### config.mk
export PLATFORM = sky130hd
export DESIGN_NAME = spw_link_fsm_flat
export DESIGN_NICKNAME = d
export VERILOG_FILES = /design/src/rtl/spw_link_fsm_if.sv /design/src/rtl/spw_link_fsm.sv /design/src/flat_wrapper.sv
export SDC_FILE = /design/constraint.sdc
export NUM_CORES = 1
export LEC_CHECK = 0
export CAP_MARGIN = 20
export CORE_AREA = 2 2 69 71
export DETAILED_ROUTE_END_ITERATION = 6
export DIE_AREA = 0 0 71 73
export DONT_BUFFER_PORTS = 1
export SYNTH_ARGS = -nofsm -noshare
export SYNTH_HDL_FRONTEND = slang
export SYNTH_SLANG_ARGS = --single-unit
### constraint.sdc
create_clock -name pclk -period 2.9 [get_ports pclk]
set_input_delay 0.58 -clock pclk [delete_from_list [all_inputs] [get_ports pclk]]
set_output_delay 0.58 -clock pclk [all_outputs]
set_load 0.005 [all_outputs]
### src/rtl/spw_link_fsm_if.sv
// Link-interface signal bundle: controls and receiver event pulses going into the
// link FSM, and receiver reset / transmitter mode / status coming out of it.
interface spw_link_fsm_if;
    // Control levels
    logic       link_start;
    logic       link_disable;
    logic       auto_start;

    // Receiver and flow-control event pulses (already in the pclk domain)
    logic       rx_got_null;
    logic       rx_got_fct;
    logic       rx_got_nchar;
    logic       rx_got_time_code;
    logic       rx_error;
    logic       rx_disconnect;
    logic       credit_error;

    // FSM results
    logic       rx_resetn_o;
    logic [1:0] tx_mode;
    logic       link_up;
    logic [2:0] fsm_state;
    logic [7:0] err_count;

    // Side that drives controls/events and observes status
    modport master (
        output link_start, link_disable, auto_start,
        output rx_got_null, rx_got_fct, rx_got_nchar, rx_got_time_code,
        output rx_error, rx_disconnect, credit_error,
        input  rx_resetn_o, tx_mode, link_up, fsm_state, err_count
    );

    // The link FSM itself
    modport slave (
        input  link_start, link_disable, auto_start,
        input  rx_got_null, rx_got_fct, rx_got_nchar, rx_got_time_code,
        input  rx_error, rx_disconnect, credit_error,
        output rx_resetn_o, tx_mode, link_up, fsm_state, err_count
    );
endinterface

### src/rtl/spw_link_fsm.sv
// SpaceWire link-interface state machine.
// Walks ErrorReset -> ErrorWait -> Ready -> Started -> Connecting -> Run, dropping
// back to ErrorReset on any error-class event. All outputs are registered and are
// decoded from the next state, so they switch on the same edge as fsm_state.
// TICKS_12U8 must be larger than TICKS_6U4.
module spw_link_fsm #(
    parameter int TICKS_6U4  = 64,
    parameter int TICKS_12U8 = 128
) (
    input  logic           pclk,
    input  logic           reset,
    spw_link_fsm_if.slave  lnk
);

    localparam int TW = $clog2(TICKS_12U8 + 1);

    typedef enum logic [2:0] {
        ERR_RST    = 3'd0,
        ERR_WAIT   = 3'd1,
        READY      = 3'd2,
        STARTED    = 3'd3,
        CONNECTING = 3'd4,
        RUN        = 3'd5
    } state_t;

    state_t        state_q, state_d;
    logic [TW-1:0] timer_q, timer_d;
    logic          got_null_q, got_null_d;
    logic          rx_resetn_q, rx_resetn_d;
    logic [1:0]    tx_mode_q, tx_mode_d;
    logic          link_up_q, link_up_d;
    logic [7:0]    err_count_q, err_count_d;

    logic t6_exp;
    logic t12_exp;
    logic fail;
    logic link_enabled;
    logic rx_class_err;

    assign t6_exp       = (timer_q == TW'(TICKS_6U4 - 1));
    assign t12_exp      = (timer_q == TW'(TICKS_12U8 - 1));
    assign fail         = lnk.rx_error | lnk.rx_disconnect;
    // Any character other than NULL is illegal before the link is running
    assign rx_class_err = fail | lnk.rx_got_fct | lnk.rx_got_nchar | lnk.rx_got_time_code;
    assign link_enabled = !lnk.link_disable &
                          (lnk.link_start | (lnk.auto_start & got_null_q));

    // Next-state selection; error-class events are tested before advances/timeouts
    always_comb begin
        state_d = state_q;
        case (state_q)
            ERR_RST: begin
                if (t6_exp) state_d = ERR_WAIT;
            end
            ERR_WAIT: begin
                if (rx_class_err)  state_d = ERR_RST;
                else if (t12_exp)  state_d = READY;
            end
            READY: begin
                if (rx_class_err)       state_d = ERR_RST;
                else if (link_enabled)  state_d = STARTED;
            end
            STARTED: begin
                if (rx_class_err)                          state_d = ERR_RST;
                else if (got_null_q | lnk.rx_got_null)     state_d = CONNECTING;
                else if (t12_exp)                          state_d = ERR_RST;
            end
            CONNECTING: begin
                if (fail | lnk.rx_got_nchar | lnk.rx_got_time_code) state_d = ERR_RST;
                else if (lnk.rx_got_fct)                            state_d = RUN;
                else if (t12_exp)                                   state_d = ERR_RST;
            end
            RUN: begin
                if (fail | lnk.credit_error | lnk.link_disable) state_d = ERR_RST;
            end
            default: state_d = ERR_RST;
        endcase
    end

    // Timer, NULL-seen flag and error counter updates
    always_comb begin
        timer_d     = (state_d != state_q) ? '0 : timer_q + 1'b1;
        got_null_d  = (state_q == ERR_RST) ? 1'b0 : (got_null_q | lnk.rx_got_null);
        err_count_d = err_count_q;
        // Only real error entries count; recovery from a corrupt state code does not
        if ((state_d == ERR_RST) && (state_q inside {ERR_WAIT, READY, STARTED, CONNECTING, RUN})
            && (err_count_q != 8'hFF)) begin
            err_count_d = err_count_q + 8'd1;
        end
    end

    // Output decode from the next state so outputs track fsm_state edge-for-edge
    always_comb begin
        rx_resetn_d = 1'b1;
        tx_mode_d   = 2'd0;
        link_up_d   = 1'b0;
        case (state_d)
            ERR_RST:    rx_resetn_d = 1'b0;
            STARTED:    tx_mode_d   = 2'd1;
            CONNECTING: tx_mode_d   = 2'd2;
            RUN: begin
                tx_mode_d = 2'd3;
                link_up_d = 1'b1;
            end
            default: ;
        endcase
    end

    // State and output registers
    always_ff @(posedge pclk or posedge reset) begin
        if (reset) begin
            state_q     <= ERR_RST;
            timer_q     <= '0;
            got_null_q  <= 1'b0;
            rx_resetn_q <= 1'b0;
            tx_mode_q   <= 2'd0;
            link_up_q   <= 1'b0;
            err_count_q <= 8'd0;
        end else begin
            state_q     <= state_d;
            timer_q     <= timer_d;
            got_null_q  <= got_null_d;
            rx_resetn_q <= rx_resetn_d;
            tx_mode_q   <= tx_mode_d;
            link_up_q   <= link_up_d;
            err_count_q <= err_count_d;
        end
    end

    assign lnk.rx_resetn_o = rx_resetn_q;
    assign lnk.tx_mode     = tx_mode_q;
    assign lnk.link_up     = link_up_q;
    assign lnk.fsm_state   = state_q;
    assign lnk.err_count   = err_count_q;

endmodule

### src/flat_wrapper.sv
// flat-port wrapper written by rule: the top's interface ports become plain ports
module spw_link_fsm_flat 
#(
    parameter int TICKS_6U4  = 64,
    parameter int TICKS_12U8 = 128
)
  (pclk, reset, lnk_link_start, lnk_link_disable, lnk_auto_start, lnk_rx_got_null, lnk_rx_got_fct, lnk_rx_got_nchar, lnk_rx_got_time_code, lnk_rx_error, lnk_rx_disconnect, lnk_credit_error, lnk_rx_resetn_o, lnk_tx_mode, lnk_link_up, lnk_fsm_state, lnk_err_count);
  spw_link_fsm_if lnk_i ();
  input  logic pclk;
  input  logic reset;
  input wire logic [$bits(lnk_i.link_start)-1:0] lnk_link_start;
  input wire logic [$bits(lnk_i.link_disable)-1:0] lnk_link_disable;
  input wire logic [$bits(lnk_i.auto_start)-1:0] lnk_auto_start;
  input wire logic [$bits(lnk_i.rx_got_null)-1:0] lnk_rx_got_null;
  input wire logic [$bits(lnk_i.rx_got_fct)-1:0] lnk_rx_got_fct;
  input wire logic [$bits(lnk_i.rx_got_nchar)-1:0] lnk_rx_got_nchar;
  input wire logic [$bits(lnk_i.rx_got_time_code)-1:0] lnk_rx_got_time_code;
  input wire logic [$bits(lnk_i.rx_error)-1:0] lnk_rx_error;
  input wire logic [$bits(lnk_i.rx_disconnect)-1:0] lnk_rx_disconnect;
  input wire logic [$bits(lnk_i.credit_error)-1:0] lnk_credit_error;
  output wire logic [$bits(lnk_i.rx_resetn_o)-1:0] lnk_rx_resetn_o;
  output wire logic [$bits(lnk_i.tx_mode)-1:0] lnk_tx_mode;
  output wire logic [$bits(lnk_i.link_up)-1:0] lnk_link_up;
  output wire logic [$bits(lnk_i.fsm_state)-1:0] lnk_fsm_state;
  output wire logic [$bits(lnk_i.err_count)-1:0] lnk_err_count;
  assign lnk_i.link_start = lnk_link_start;
  assign lnk_i.link_disable = lnk_link_disable;
  assign lnk_i.auto_start = lnk_auto_start;
  assign lnk_i.rx_got_null = lnk_rx_got_null;
  assign lnk_i.rx_got_fct = lnk_rx_got_fct;
  assign lnk_i.rx_got_nchar = lnk_rx_got_nchar;
  assign lnk_i.rx_got_time_code = lnk_rx_got_time_code;
  assign lnk_i.rx_error = lnk_rx_error;
  assign lnk_i.rx_disconnect = lnk_rx_disconnect;
  assign lnk_i.credit_error = lnk_credit_error;
  assign lnk_rx_resetn_o = lnk_i.rx_resetn_o;
  assign lnk_tx_mode = lnk_i.tx_mode;
  assign lnk_link_up = lnk_i.link_up;
  assign lnk_fsm_state = lnk_i.fsm_state;
  assign lnk_err_count = lnk_i.err_count;
  spw_link_fsm #(.TICKS_6U4(TICKS_6U4), .TICKS_12U8(TICKS_12U8)) u_core (.pclk(pclk), .reset(reset), .lnk(lnk_i));
endmodule
==> impl_metrics.ini, run 1 <==
[status]
outcome = complete, no violations

[synth]
yosys.area.top_type_share_pct = 46.1
postSynthNetCount = 143
synth_commonest_cells = 24 x sky130_fd_sc_hd__dfrtp_1, 12 x sky130_fd_sc_hd__nor2_1, 10 x sky130_fd_sc_hd__nand2_1, 10 x sky130_fd_sc_hd__nor3_1
synthesis.area_um2 = 1300
post_synth_num_cell_types = 38
most_common_cell_in_the_synthesized_netlist = sky130_fd_sc_hd__dfrtp_1
synthFlopType = sky130_fd_sc_hd__dfrtp_1
synth-seq-area-share_pct = 46.1
ys_ff_latch = 24
post_synth.cell_area_avg_um2 = 10.1
netlist_instances = 129
synth-warning-count = 0
synth_edf_count = 0
yosys-top-cells-area = sky130_fd_sc_hd__dfrtp_1 46%, sky130_fd_sc_hd__xnor2_1 6.1%, sky130_fd_sc_hd__nor3_1 3.8%, sky130_fd_sc_hd__nand3_1 3.5%, sky130_fd_sc_hd__nor2_1 3.5%
cell_taking_the_most_area_after_synthesis = sky130_fd_sc_hd__dfrtp_1
async_flop_share_pct = 100

[placement]
gp_congestion = 0.899
placed_area_um2 = 1360
portBuffers = 0
placed_wire_length_estimate_um = 1970

[floorplan]
start_util_pct = 28.7
io_pins = 27
core.rowCount = 25
die_width_um = 71
die_height_um = 73
dieArea_um2 = 5180
floorplan.core_area_um2 = 4540

[grt]
groute.usage.overall_pct = 11.3
first_global_vias = 993
maximum_number_of_pins_on_one_net_before_global_route_repair = 25
grt_antenna_before_repair = 0
global_route.overflow_total = 0
grt_pass1_wl_um = 4670

[routing]
drt_wl_total_um = 2690
detail-route-antenna-nets = 0
drt_pass1_iterations = 4
drc_errors = 0
wire_per_inst_um = 14.6
detail_route.vias_per_cell = 5.46
route.vias.total = 1004
drtIter0Drc = 29

[timing]
final_slew_viol_count = 0
worst_slew_margin_rel_pct = 39.2
least_margin_pin_slew_ns = 0.912
unrepaired_setup_endpoints_after_global_routing = false
layout_worst_path_cycle_share_pct = 84.7
setup_viol_count_final = 0
timing.hold.ws_ns = 0.397
final.setup_skew_ns = 0.00298
period_needed_ns = 2.46
total_negative_setup_slacks_ns = 0
timing.final.hold_violations = 0
fmaxAchievable_mhz = 407

[cells_and_area]
utilization_pct = 31.0
post-route-cell-area_um2 = 1410
final_nets = 146
antennaDiodeCount = 0
drive_above_1_share_pct = 10.8
synthToLayoutAreaGrowth_pct = 7.88

[cts]
clk_path_buf_depth = 2
cts_tree = yes
clock_sinks = 24
cts_root_buffer = sky130_fd_sc_hd__clkbuf_8
htreeDepth = 1
tritoncts.num_buffers = 3
cts_setup_buffers = 0
clock_latency_ns = 0.26
hold_buffers = 0
cts.reportedPaths.clkPinSlew_ns = 0.08
post_cts.resized_instances = 0

[critical_path]
timing_worst_setup_path_type = flop to flop
required_ns = 3.05
crit_path_max_fanout = 9
reg2reg_slack_ns = 0.44
worstSetupStartpointType = flop
crit_arrival_ns = 2.61
end_kind = flop

[power]
vdd_drop_max_mv = 0.148
power.density_cell_area_nw_per_um2 = 615
cellLeakagePower_nw = 0.617
fin_total_pwr_w = 0.000863

[min_path]
worst_hold_path_type = primary input to asynchronous set/reset pin

[run]
max_cap_viol_count = 0
-- cell usage in the layout, fill, tap and decap left out, types with 2 or more instances in the layout --
cell                        n
sky130_fd_sc_hd__xnor2_1    9
sky130_fd_sc_hd__xor2_1     3
sky130_fd_sc_hd__nand2_1   10
sky130_fd_sc_hd__nor4_4     2
sky130_fd_sc_hd__nand3_1    9
sky130_fd_sc_hd__a21oi_1    4
sky130_fd_sc_hd__o21ai_0    4
sky130_fd_sc_hd__dfrtp_1   24
sky130_fd_sc_hd__clkbuf_8   3
sky130_fd_sc_hd__nor2_1    12
sky130_fd_sc_hd__o211ai_1   3
sky130_fd_sc_hd__ha_1       2
sky130_fd_sc_hd__inv_1      2
sky130_fd_sc_hd__and3_1     3
sky130_fd_sc_hd__nand4_1    3
sky130_fd_sc_hd__a31oi_1    3
sky130_fd_sc_hd__or3_1      2
sky130_fd_sc_hd__nor3_1    10
sky130_fd_sc_hd__nor4_1     3
-- state kept, by name, summed over array words and instances (netlist names) --
| signal | cells |
|---|---|
| u_core.timer_q | 8 |
| u_core.got_null_q | 1 |
| u_core.lnk.tx_mode | 2 |
| u_core.lnk.rx_resetn_o | 1 |
| u_core.lnk.link_up | 1 |
| u_core.lnk.fsm_state | 3 |
| u_core.lnk.err_count | 8 |
-- cell families (layout without fill, tap and decap cells) --
logic type      Yosys count  count (layout)  synth area share [%]
xor+xnor                 13              13                  9.32
fa+ha+maj                 2               2                  1.92
compound gates           21              21                  11.8
simple gates             63              63                  28.1
flops                    24              24                  46.1
mux                       1               1                  1.15
buf+inv                   5               6                  1.63
-- power breakdown --
| group | internal, W | switching, W | total [W] |
|---|---|---|---|
| sequential | 0.000403 | 0.0000865 | 0.000489 |
| clock | 0.0000927 | 0.0000961 | 0.000189 |
| combinational | 0.0000937 | 0.0000916 | 0.000185 |
-- critical path, cell delays in order (launching register included) --
cell and delay (ns):
sky130_fd_sc_hd__dfrtp_1 0.39, sky130_fd_sc_hd__ha_1 0.23, sky130_fd_sc_hd__nand2_1 0.15, sky130_fd_sc_hd__o311a_1 0.37
sky130_fd_sc_hd__o211a_4 0.28, sky130_fd_sc_hd__nor4_4 0.54, sky130_fd_sc_hd__nand2_4 0.09, sky130_fd_sc_hd__mux2_4 0.31
-- path summary, 6_finish.rpt --
kind	depth (start not counted)	endpoint	from
max	7	u_core.lnk.err_count[1]$_DFFE_PP0P_	u_core.timer_q[0]$_DFF_PP0_
min	1	u_core.timer_q[2]$_DFF_PP0_	reset
max reg2reg	7	u_core.lnk.err_count[1]$_DFFE_PP0P_	u_core.timer_q[0]$_DFF_PP0_
min reg2reg	1	u_core.timer_q[0]$_DFF_PP0_	u_core.timer_q[0]$_DFF_PP0_
max in group asynchronous	1	u_core.lnk.rx_resetn_o$_DFF_PP0_	reset
min in group pclk	2	u_core.lnk.link_up$_DFF_PP0_	lnk_rx_got_fct
-- area by class of cell --
cell class                 instances  area [um^2]
clock buffer                       3         41.3
fill                             461         3130
tap                               54         67.6
sequential                        24          601
inverter                           2         7.51
multi-input combinational        100          681
timing repair buffer               1         7.51
-- per-stage QoR --
step,setup WS (ns),std cells
finish,0.443,184
global route,0.245,184
CTS,0.421,184
detailed placement,0.470,181
global placement,0.536,181
floorplan,0.657,129
-- routing by layer --
| layer | GRT usage (%) | part of all wire (%) |
|---|---|---|
| met5 | 0 | 0 |
| met4 | 4.61 | 1.7 |
| met2 | 19.1 | 46 |
| met1 | 13.0 | 42 |
| met3 | 4.28 | 11 |
Note: power is estimated with default switching activity, not from simulation.
==> inputs of run 2 (changes only) <==
clock period = 2.45 ns   (was 2.9 ns; I/O delays follow)
==> run 2 against run 1 <==
Against the previous run: die area stayed put; maximum frequency is 7.6% higher; utilization is 2.3 points higher; cell area is 7.3% higher; clock power is 39% higher; sequential share of layout area is 2.9 points lower; global-route usage is 0.69 points higher; largest power group unchanged; total power is 25% higher; clock skew is 0.00079 ns lower.
==> impl_metrics.ini, run 2 (synthesized netlist as in run 1, its figures left out) <==
[placement]
gp_congestion = 0.856
placed_area_um2 = 1420
portBuffers = 0
placed_wire_length_estimate_um = 2200

[timing]
fmaxAchievable_mhz = 438
unrepaired_setup_endpoints_after_global_routing = false
least_margin_pin_slew_ns = 0.890
period_needed_ns = 2.28
layout_worst_path_cycle_share_pct = 93.2
final_slew_viol_count = 0
worst_slew_margin_rel_pct = 40.6
final.setup_skew_ns = 0.00220
setup_viol_count_final = 0
timing.final.hold_violations = 0
total_negative_setup_slacks_ns = 0

[critical_path]
end_kind = flop
cp.buffers_inverters = 0
critPathLaunch = u_core.timer_q[0]$_DFF_PP0_
crit_arrival_ns = 2.43
worstSetupStartpointType = flop
required_ns = 2.59
crit_family = simple AND/OR/NAND/NOR gates
critical-path-slowest-cell = sky130_fd_sc_hd__or3_1
reg2reg_slack_ns = 0.17
worst_r2r_endpoint = u_core.timer_q[3]$_DFF_PP0_
crit_path_max_fanout = 8
rr_startpoint = u_core.timer_q[0]$_DFF_PP0_
crit_cells = 7
setup.worst_path.end = u_core.timer_q[3]$_DFF_PP0_
rr_worst_depth = 7
timing_worst_setup_path_type = flop to flop
cpPeakStageDelay_ns = 0.47
cp_cell_sequence = ha_1, nand2_2, o31a_2, o221a_2, or3_1, xor2_4, nor3_1

[routing]
route.vias.total = 1029
wire_per_inst_um = 14.8
drt_pass1_iterations = 4
drtIter0Drc = 103
drt_wl_total_um = 2850
drc_errors = 0
detail-route-antenna-nets = 0
detail_route.vias_per_cell = 5.33

[cts]
hold_buffers = 0
cts_root_buffer = sky130_fd_sc_hd__clkbuf_8
clk_path_buf_depth = 2
cts.reportedPaths.clkPinSlew_ns = 0.08
tritoncts.num_buffers = 3
clock_latency_ns = 0.26
htreeDepth = 1
cts_tree = yes
clock_sinks = 24

[floorplan]
start_util_pct = 28.7
floorplan.core_area_um2 = 4540
io_pins = 27
core.rowCount = 25
dieArea_um2 = 5180
die_width_um = 71
die_height_um = 73

[grt]
groute.usage.overall_pct = 12.0
grt_pass1_wl_um = 4930
grt_antenna_before_repair = 0
maximum_number_of_pins_on_one_net_before_global_route_repair = 25
global_route.overflow_total = 0
first_global_vias = 1013

[cells_and_area]
antennaDiodeCount = 0
nFillCells = 460
layout_common_cells = 24 x sky130_fd_sc_hd__dfrtp_1, 12 x sky130_fd_sc_hd__nor2_1
final_common_cell = sky130_fd_sc_hd__dfrtp_1
drive_above_1_share_pct = 19.4
final_nets = 154
synthToLayoutAreaGrowth_pct = 15.8
post-route-cell-area_um2 = 1510

[min_path]
worst_hold_path_type = primary input to asynchronous set/reset pin

[run]
max_cap_viol_count = 0

[power]
vdd_drop_max_mv = 0.181
power.density_cell_area_nw_per_um2 = 717
cellLeakagePower_nw = 0.677

[status]
outcome = complete, no violations
==> run 2: cell count changes in the layout (fill, tap and decap cells not counted), sizes merged <==
cell | before | now
clkbuf | 3 | 4
buf | 1 | 9
==> run 2: area by class of cell <==
| type | instances | area, um^2 | area share, % |
|---|---|---|---|
| Timing Repair Buffer | 9 | 67.6 | 4.48 |
| Tap cell | 54 | 67.6 | 4.48 |
| Clock buffer | 4 | 55.1 | 3.65 |
| Multi-Input combinational cell | 100 | 709 | 47.1 |
| Inverter | 2 | 7.51 | 0.498 |
| Sequential cell | 24 | 601 | 39.8 |
==> run 2: metrics by stage <==
stage / instances / utilization [%] / setup slack [ns] / total power [W] / hold slack, ns
after floorplan: 129 / - / 0.207 / 0.000744 / 0.444
after global placement: 189 / 31.4 / 0.170 / 0.000795 / 0.452
after detailed placement: 189 / 31.4 / 0.131 / 0.000809 / 0.473
after CTS: 193 / 32.6 / 0.0963 / 0.00108 / 0.331
after global routing: 193 / 33.2 / 0.0210 / 0.00117 / 0.355
final: 193 / 33.2 / 0.166 / 0.00108 / 0.301
==> run 2: worst min-delay path by stage <==
stage | to | from | cells past startpoint | slack (ns)
after floorplan | u_core.timer_q[0]$_DFF_PP0_ | u_core.timer_q[0]$_DFF_PP0_ | 1 | 0.44
after global placement | u_core.timer_q[0]$_DFF_PP0_ | u_core.timer_q[0]$_DFF_PP0_ | 1 | 0.45
after detailed placement | u_core.timer_q[0]$_DFF_PP0_ | u_core.timer_q[0]$_DFF_PP0_ | 1 | 0.47
after CTS | u_core.timer_q[1]$_DFF_PP0_ | reset | 1 | 0.33
after global routing | u_core.lnk.link_up$_DFF_PP0_ | lnk_rx_got_fct | 2 | 0.36
final | u_core.timer_q[1]$_DFF_PP0_ | reset | 1 | 0.30
==> run 2: worst register-to-register path, stage by stage, from the launching register on <==
cell and delay [ns]:
sky130_fd_sc_hd__dfrtp_1 0.38, sky130_fd_sc_hd__ha_1 0.23, sky130_fd_sc_hd__nand2_2 0.11, sky130_fd_sc_hd__o31a_2 0.30, sky130_fd_sc_hd__o221a_2 0.28, sky130_fd_sc_hd__or3_1 0.47, sky130_fd_sc_hd__xor2_4 0.31, sky130_fd_sc_hd__nor3_1 0.09
==> run 2: layer usage <==
metal	up-vias	share of wire (%)	GRT usage, %
met4	0	1.2	3.98
met3	2	7.5	4.56
met2	33	49	19.7
li1	492	-	-
met5	-	0	0
met1	502	42	14.6
==> run 2: repair_timing <==
item,4_1_cts,5_1_grt
buffers inserted,0,0
setup endpoints to repair,0,8
resized for setup,0,5
==> run 2: where the power goes <==
part           internal [W]  switching, W
combinational      0.000124      0.000118
clock              0.000143      0.000120
sequential         0.000477     0.0000986
==> inputs of run 3 (changes only) <==
SETUP_SLACK_MARGIN = 0.2   (was default)
==> run 3 against run 2 <==
Against the previous run: total power grew 4.4%; largest cell class unchanged; routed wire length up 2.5%; maximum frequency is 7.2% higher; first-iteration DRC count rose by 18%; highest routed layer unchanged.
==> impl_metrics.ini, run 3 (synthesized netlist as in run 1, its figures left out) <==
[critical_path]
crit_arrival_ns = 2.30
crit_path_max_fanout = 8
required_ns = 2.62
critical-path-slowest-cell = sky130_fd_sc_hd__dfrtp_1
reg2reg_slack_ns = 0.32
crit_family = compound AO/OA/AOI/OAI gates
cpPeakStageDelay_ns = 0.41
end_kind = flop
worstSetupStartpointType = flop
cp_cell_sequence = ha_4, nand2_2, o311a_1, o211a_4, a311oi_1, a21oi_1, buf_4, nor3_1
timing_worst_setup_path_type = flop to flop
cp.buffers_inverters = 1

[power]
fin_total_pwr_w = 0.00113
p_int_w = 0.000765
p_comb_share_pct = 23.6
vdd_drop_max_mv = 0.183
p_clk_share_pct = 23.6
switchingPower_w = 0.000363
power.density_cell_area_nw_per_um2 = 723
power.switching_fraction_pct = 32.2
share_seq_of_total_power_pct = 52.8
cellLeakagePower_nw = 0.678

[routing]
route.vias.total = 1045
detail_route.vias_per_cell = 5.36
wire_per_inst_um = 15.0
drt_pass1_iterations = 4
drt_wl_total_um = 2920
detail-route-antenna-nets = 0
drc_errors = 0
drtIter0Drc = 122

[cells_and_area]
synthToLayoutAreaGrowth_pct = 19.8
layout_common_cells = 22 x sky130_fd_sc_hd__dfrtp_1, 12 x sky130_fd_sc_hd__nor2_1, 10 x sky130_fd_sc_hd__buf_4
multiInputGateArea_um2 = 741
utilization_pct = 34.4
seq_area_um2 = 603
drive_above_1_share_pct = 24.1
antennaDiodeCount = 0
final_nets = 156
final_common_cell = sky130_fd_sc_hd__dfrtp_1
nFillCells = 454

[grt]
maximum_number_of_pins_on_one_net_before_global_route_repair = 25
groute.usage.overall_pct = 12.3
first_global_vias = 1042
grt_antenna_before_repair = 0
global_route.overflow_total = 0
grt_pass1_wl_um = 5010

[timing]
final.setup_skew_ns = 0.00524
final_slew_viol_count = 0
layout_worst_path_cycle_share_pct = 87.0
setup_viol_count_final = 0
total_negative_setup_slacks_ns = 0
worst_slew_margin_rel_pct = 40.2
timing.final.hold_violations = 0
least_margin_pin_slew_ns = 0.895
period_needed_ns = 2.13
fmaxAchievable_mhz = 469
unrepaired_setup_endpoints_after_global_routing = false

[cts]
htreeDepth = 1
clock_sinks = 24
clock_latency_ns = 0.26
clk_path_buf_depth = 2
cts_root_buffer = sky130_fd_sc_hd__clkbuf_8
cts.reportedPaths.clkPinSlew_ns = 0.09
hold_buffers = 0
cts_tree = yes
tritoncts.num_buffers = 3

[floorplan]
io_pins = 27
dieArea_um2 = 5180
start_util_pct = 28.7
die_height_um = 73
core.rowCount = 25
floorplan.core_area_um2 = 4540
die_width_um = 71

[run]
max_cap_viol_count = 0

[placement]
portBuffers = 0
placed_wire_length_estimate_um = 2200
gp_congestion = 0.856

[status]
outcome = complete, no violations

[min_path]
worst_hold_path_type = primary input to asynchronous set/reset pin
==> run 3: cell type report <==
class                   count  area share [%]
clock buffers               4            3.53
inverters                   2           0.481
multi-input cells         100            47.5
flip-flops and latches     24            38.7
well taps                  54            4.33
repair buffers             11            5.53
==> run 3: power groups by stage <==
stage	clock (W)	combinational, W	sequential, W
floorplan	0	0.000189	0.000555
global placement	0	0.000217	0.000578
detailed placement	0	0.000228	0.000581
CTS	0.000270	0.000247	0.000578
global route	0.000291	0.000308	0.000615
finish	0.000266	0.000267	0.000595
==> run 3: worst paths after layout <==
check / start / to / cells after the start
min in group pclk: lnk_rx_got_fct / u_core.lnk.link_up$_DFF_PP0_ / 2
max in group asynchronous: reset / u_core.lnk.fsm_state[0]$_DFF_PP0_ / 1
setup reg to reg: u_core.timer_q[0]$_DFF_PP0_ / u_core.timer_q[3]$_DFF_PP0_ / 8
hold reg to reg: u_core.timer_q[0]$_DFF_PP0_ / u_core.timer_q[0]$_DFF_PP0_ / 1
setup / recovery: u_core.timer_q[0]$_DFF_PP0_ / u_core.timer_q[3]$_DFF_PP0_ / 8
hold / removal: reset / u_core.lnk.err_count[2]$_DFFE_PP0P_ / 1
==> run 3: what timing repair did <==
action,CTS,global route
resized for setup,7,6
pin swaps,0,3
endpoints found under the setup margin,9,15
setup buffers,0,2
==> run 3: metrics by stage <==
step,std cells,worst slack [ns],hold WS [ns],instance area (um^2)
2_1_floorplan,129,0.207,0.444,1300
3_3_place_gp,189,0.170,0.452,1420
3_5_place_dp,189,0.131,0.473,1420
4_1_cts,193,0.202,0.331,1510
5_1_grt,195,0.209,0.355,1560
6_report,195,0.319,0.303,1560
==> run 3: metal layers <==
| layer | part of all wire (%) | global-route usage (%) | wire length [um] | vias to the layer above |
|---|---|---|---|---|
| met4 | 0.72 | 4.61 | 21 | 0 |
| met3 | 7.8 | 4.70 | 229 | 2 |
| met5 | 0 | 0 | 0 | - |
| li1 | - | - | - | 498 |
| met2 | 50 | 20.0 | 1460 | 40 |
| met1 | 41 | 14.8 | 1210 | 505 |
